===== config.mk =====
export PLATFORM = sky130hd
export DESIGN_NAME = risc24_mem_responder
export DESIGN_NICKNAME = d
export VERILOG_FILES = /design/src/rtl/risc24_mem_responder.sv
export SDC_FILE = /design/constraint.sdc
export NUM_CORES = 2
export LEC_CHECK = 0
export CAP_MARGIN = 15
export CORE_MARGIN = 2
export CORE_UTILIZATION = 30
export DETAILED_ROUTE_END_ITERATION = 8
export PLACE_DENSITY_LB_ADDON = 0.05
export SYNTH_ARGS = -nofsm -noshare
export SYNTH_HDL_FRONTEND = slang
export SYNTH_SLANG_ARGS = --single-unit
export TNS_END_PERCENT = 100

===== constraint.sdc =====
create_clock -name i_clk -period 10.5 [get_ports i_clk]
set_input_delay 2.625 -clock i_clk [delete_from_list [all_inputs] [get_ports i_clk]]
set_output_delay 2.625 -clock i_clk [all_outputs]
set_load 0.02 [all_outputs]

===== src/rtl/risc24_mem_responder.sv =====
// Purpose: data-memory stand-in for the RISC-24 core; one word request at a time, held for LATENCY wait states, then committed to an internal array and answered.
// Latency: accepted at edge N, committed at edge N+LATENCY, resp_valid from the following cycle; back-to-back period is LATENCY+2 cycles.
// Backpressure: req_ready is low from acceptance until the response is consumed; the response is held stable while resp_ready is low.
// Optional feature: define RISC24_MEM_RANGE_CHECK_EN to flag addresses outside the array (resp_err=1, write suppressed, read data 0).
module risc24_mem_responder #(
    parameter int DEPTH_LOG2 = 8,
    parameter int LATENCY    = 2
) (
    input  logic        i_clk,
    input  logic        i_reset,
    input  logic        i_req_valid,
    input  logic        i_req_write,
    input  logic [15:0] i_req_addr,
    input  logic [15:0] i_req_wdata,
    output logic        o_req_ready,
    output logic        o_resp_valid,
    input  logic        i_resp_ready,
    output logic [15:0] o_resp_rdata,
    output logic        o_resp_err
);

    typedef enum logic [1:0] {
        S_IDLE = 2'd0,
        S_WAIT = 2'd1,
        S_RESP = 2'd2
    } state_t;

    // The counter is loaded with LATENCY-1 so that the commit edge is the LATENCY-th edge after acceptance.
    localparam logic [3:0] CNT_INIT = (LATENCY > 0) ? 4'(LATENCY - 1) : 4'd0;

    state_t      r_state;
    logic [3:0]  r_cnt;
    logic        r_write;
    logic [15:0] r_addr;
    logic [15:0] r_wdata;
    logic        r_req_ready;
    logic        r_resp_valid;
    logic [15:0] r_rdata;
    logic        r_err;

    // Word array; contents deliberately survive reset.
    logic [15:0] r_mem [2**DEPTH_LOG2];

    logic                  w_accept;
    logic                  w_commit;
    logic                  w_c_write;
    logic [15:0]           w_c_addr;
    logic [15:0]           w_c_wdata;
    logic [DEPTH_LOG2-1:0] w_c_idx;
    logic                  w_c_oor;
    logic                  w_mem_we;
    logic [15:0]           w_rdata_next;

    assign w_accept = (r_state == S_IDLE) && i_req_valid;

    // With zero wait states the commit happens on the acceptance edge, so the live request fields are used.
    assign w_commit  = (w_accept && (LATENCY == 0)) || ((r_state == S_WAIT) && (r_cnt == 4'd0));
    assign w_c_write = (r_state == S_IDLE) ? i_req_write : r_write;
    assign w_c_addr  = (r_state == S_IDLE) ? i_req_addr  : r_addr;
    assign w_c_wdata = (r_state == S_IDLE) ? i_req_wdata : r_wdata;
    assign w_c_idx   = w_c_addr[DEPTH_LOG2-1:0];

`ifdef RISC24_MEM_RANGE_CHECK_EN
    assign w_c_oor = |w_c_addr[15:DEPTH_LOG2];
`else
    // Upper address bits alias onto the array.
    logic w_unused_addr_hi;
    assign w_unused_addr_hi = ^w_c_addr[15:DEPTH_LOG2];
    assign w_c_oor          = 1'b0;
`endif

    // Reset gating keeps a zero-latency write from landing while reset is held.
    assign w_mem_we     = w_commit && w_c_write && !w_c_oor && !i_reset;
    assign w_rdata_next = (w_c_write || w_c_oor) ? 16'h0000 : r_mem[w_c_idx];

    // Array write port: commits the access on the commit edge.
    always_ff @(posedge i_clk) begin
        if (w_mem_we) begin
            r_mem[w_c_idx] <= w_c_wdata;
        end
    end

    // Control FSM with registered handshake and response outputs.
    always_ff @(posedge i_clk or posedge i_reset) begin
        if (i_reset) begin
            r_state      <= S_IDLE;
            r_cnt        <= 4'd0;
            r_write      <= 1'b0;
            r_addr       <= 16'h0000;
            r_wdata      <= 16'h0000;
            r_req_ready  <= 1'b1;
            r_resp_valid <= 1'b0;
            r_rdata      <= 16'h0000;
            r_err        <= 1'b0;
        end else begin
            case (r_state)
                S_IDLE: begin
                    if (i_req_valid) begin
                        r_write     <= i_req_write;
                        r_addr      <= i_req_addr;
                        r_wdata     <= i_req_wdata;
                        r_req_ready <= 1'b0;
                        if (LATENCY == 0) begin
                            r_rdata      <= w_rdata_next;
                            r_err        <= w_c_oor;
                            r_resp_valid <= 1'b1;
                            r_state      <= S_RESP;
                        end else begin
                            r_cnt   <= CNT_INIT;
                            r_state <= S_WAIT;
                        end
                    end
                end
                S_WAIT: begin
                    if (r_cnt == 4'd0) begin
                        r_rdata      <= w_rdata_next;
                        r_err        <= w_c_oor;
                        r_resp_valid <= 1'b1;
                        r_state      <= S_RESP;
                    end else begin
                        r_cnt <= r_cnt - 4'd1;
                    end
                end
                S_RESP: begin
                    if (i_resp_ready) begin
                        r_resp_valid <= 1'b0;
                        r_req_ready  <= 1'b1;
                        r_state      <= S_IDLE;
                    end
                end
                default: begin
                    r_state      <= S_IDLE;
                    r_req_ready  <= 1'b1;
                    r_resp_valid <= 1'b0;
                end
            endcase
        end
    end

    assign o_req_ready  = r_req_ready;
    assign o_resp_valid = r_resp_valid;
    assign o_resp_rdata = r_rdata;
    assign o_resp_err   = r_err;

endmodule


==> reports/qor.yml <==
run_status:
  outcome: "completed"
pwr:
  power.leakage_nw: 52.2
  combinationalPowerShare: 0.323
  seq_power_share: 0.397
  swShare: 0.379
  peakVddDrop_v: 0.000338
  clkPwrFrac: 0.280
  p_switching_mw: 21.2
  internal-power_mw: 34.6
  p_per_area_nw_per_um2: 317
setup_path:
  r2r-start: "r_state[1]"
  worstSetupStartpointType: "input port"
  slowest_delay_ns: 0.97
  worstReg2RegEnd: "o_resp_rdata[8]"
  criticalPathCategory: "input port to flip-flop"
  end_kind: "flip-flop"
  cp.depth: 12
  critPathArrivalTime_ns: 7.82
  crit_end: "o_resp_rdata[8]"
  path_buf_inv: 4
  crit_required_ns: 11.43
  startpoint: "i_req_addr[0]"
  critical_path.top_delay_family: "compound AO/OA/AOI/OAI gates"
  path_cells: "clkdlybuf4s50_1 -> or4_4 -> o31a_2 -> buf_12 -> buf_12 -> o22ai_1 -> o21ai_0 -> a41oi_1 -> buf_4 -> nor4_2 -> o22ai_1 -> o31ai_1"
  critPathMaxFanout: 88
  rr_worst_depth: 12
  r2r_slack_ns: 4.33
  crit_slowest_cell: "nor4_2"
grt:
  first_global_vias: 87000
  antenna_found_initial: 41
  grt_overflow_total: 0
  track_usage: 0.206
  grt_pass1_wl_mm: 736
  grt_max_degree: 247
timing:
  slew_viol_final: 0
  setup_ws_ns: 3.60
  fin_crit_sh: 0.657
  setup_violations: 0
  finClkSkew_ns: 0.102
  rsz0062_at_grt: "no"
  fin_setup_tns_ns: 0
  hold_viol_final: 0
  min_period_ns: 6.90
  relSlewSlack: 0.116
  fmax_mhz: 145
  worst_pin_slew_ns: 1.33
synth:
  synth_ff_type: "edfxtp_1"
  synth_xor_area_frac: 0.000116
  synthCells: 8711
  ys_warn_count: 0
  synth.area.top_cells: "edfxtp_1 82%, o22ai_1 8.0%, o21ai_0 3.0%"
  synth_mux_area_frac: 0.00193
  yosys.area_share.adder: 0.000166
  yosys.area_share.simple: 0.0137
  synth_edf_count: 4096
  ys_seq_area_frac: 0.823
  netlist-cell-type-count: 55
  syn_area_um2: 151000
  synth_area_per_cell_um2: 17.3
  synth_compound_area_frac: 0.139
  synth_top_family_by_area: "compound AO/OA/AOI/OAI gates"
  async_flop_share: 0.0118
  yosys.area.top_type: "edfxtp_1"
  syn-num-nets: 8750
  netlist.area_leader.share: 0.815
  synth-seq-cells: 4145
place:
  place_congestion: 0.762
  portBuffers: 46
  dp_slack_ns: 2.70
  dp_hpwl_mm: 305
floorplan:
  fp.dieArea_um2: 509000
  pin_count: 56
  std_cell_rows: 260
  start_util: 0.301
  chipWidth_um: 713
  core_um2: 501000
  die_h_um: 713
clock_network:
  numCtsBuffers: 465
  clock-sinks: 4145
  ctsResizeCount: 0
  htree_levels: 5
  cts_hold_buffers: 0
  clk_latency_ns: 1.06
  cts.clk_slew.worst_paths_ns: 0.06
  clock_path_buffers: 4
  cts_setup_buffers: 0
  root_buffer: "clkbuf_16"
  cts_tree: "built"
cells_and_area:
  fin_nets: 9091
  n_fill_cell: 47200
  final_layout_size_suffix_gt1_frac: 0.145
  area_growth_syn_to_layout_pct: 16.8
route:
  remaining_drc_errors: 0
  num_vias: 86800
  ant_nets: 0
  drtIter0Drc: 8592
  drt_wl_total_mm: 541
  routed_via_density: 5.39
  wire_per_inst_um: 33.5
  first_pass_iters: 6
job:
  maxCapViolations: 0
hold_path:
  min_path_type: "flip-flop to flip-flop"
## area by class of cell
cell class | count | area (µm²) | area share
diodes | 13 | 32.5 | 0.000185
flip-flops and latches | 4145 | 124000 | 0.705
multi-input cells | 3916 | 24400 | 0.138
well taps | 6681 | 8360 | 0.0474
repair buffers | 516 | 4660 | 0.0264
clock inverters | 247 | 2320 | 0.0132
clock buffers | 597 | 12200 | 0.0692
inverters | 8 | 31.3 | 0.000178
## stage by stage
step | std cells | total power, mW | area (µm²) | util | hold slack, ns
finish | 16100 | 55.8 | 176000 | 0.352 | 0.506
global route | 16100 | 58.0 | 176000 | 0.351 | 0.515
CTS | 16100 | 56.5 | 176000 | 0.351 | 0.508
detailed placement | 15300 | 40.8 | 162000 | 0.322 | 0.496
global placement | 15300 | 40.6 | 161000 | 0.322 | 0.490
floorplan | 8711 | 32.4 | 151000 | - | 0.480
## registers in the layout, summed over array words and instances, names as in the netlist
| name | flops |
|---|---|
| r_cnt | 4 |
| r_write | 1 |
| r_mem | 4096 |
| o_resp_rdata | 16 |
| o_req_ready | 1 |
| r_wdata | 16 |
| o_resp_valid | 1 |
| r_state | 2 |
| r_addr | 8 |
## cells by family after synthesis
logic type	count (synthesis)
flip-flops	4145
AO/OA/AOI/OAI	3414
buffers and inverters	650
AND/OR/NAND/NOR	471
multiplexers	26
adder cells (fa/ha/maj)	2
XOR/XNOR	2
other	1
## routing by layer
layer | up-vias | wire [µm] | GRT usage
li1 | 37400 | - | -
met1 | 46500 | 246000 | 0.292
met2 | 2466 | 256000 | 0.337
met3 | 538 | 28800 | 0.0317
met4 | 0 | 10300 | 0.0403
met5 | - | 0 | 0
## synthesized netlist by cell type (25+ instances only)
master / instances
edfxtp_1: 4096
o22ai_1: 1937
o21ai_0: 900
buf_2: 304
nor2_1: 264
clkbuf_1: 241
a41oi_1: 240
a22oi_1: 128
nand2_1: 96
o21ai_1: 82
a21oi_1: 70
buf_6: 53
dfrtp_1: 48
nor4_1: 46
buf_4: 28
mux2_2: 25
## power by group through the flow
stage	sequential [mW]	combinational (mW)	clock [mW]
floorplan	23.5	8.90	0
global placement	22.5	18.1	0
detailed placement	22.5	18.3	0
CTS	22.1	18.4	16.0
global route	22.1	19.2	16.6
finish	22.1	18.0	15.6
## how the worst min path moves through the flow
| stage | start | end | slack, ns | depth (start not counted) |
|---|---|---|---|---|
| after global placement | r_wdata[0] | r_wdata[0] | 0.49 | 1 |
| after detailed placement | r_write | r_write | 0.50 | 1 |
| after global routing | r_write | r_write | 0.52 | 1 |
| after floorplan | r_write | r_write | 0.48 | 1 |
| final | r_wdata[14] | r_wdata[14] | 0.51 | 1 |
| after CTS | r_write | r_write | 0.51 | 1 |
## cell usage in the layout (no fill, tap or decap), types with 7 or more instances in the layout
cell	count
a21oi_1	70
a22oi_1	128
a41oi_1	240
buf_12	49
buf_4	412
buf_8	7
bufinv_16	28
clkbuf_1	126
clkbuf_16	466
clkdlybuf4s50_1	46
clkinv_1	98
clkinv_16	13
clkinv_2	90
dfrtp_1	48
diode_2	13
edfxtp_1	4096
inv_1	7
mux2_2	25
nand2_1	64
nand2_2	16
nand2_4	16
nand2b_1	7
nand3_1	10
nor2_1	130
nor2_2	113
nor2_4	24
nor3_1	9
nor4_1	12
nor4_2	34
o21ai_0	900
o21ai_1	75
o22ai_1	1937
o41ai_1	15
or2_2	7
Note: power is estimated with default switching activity, not from simulation.
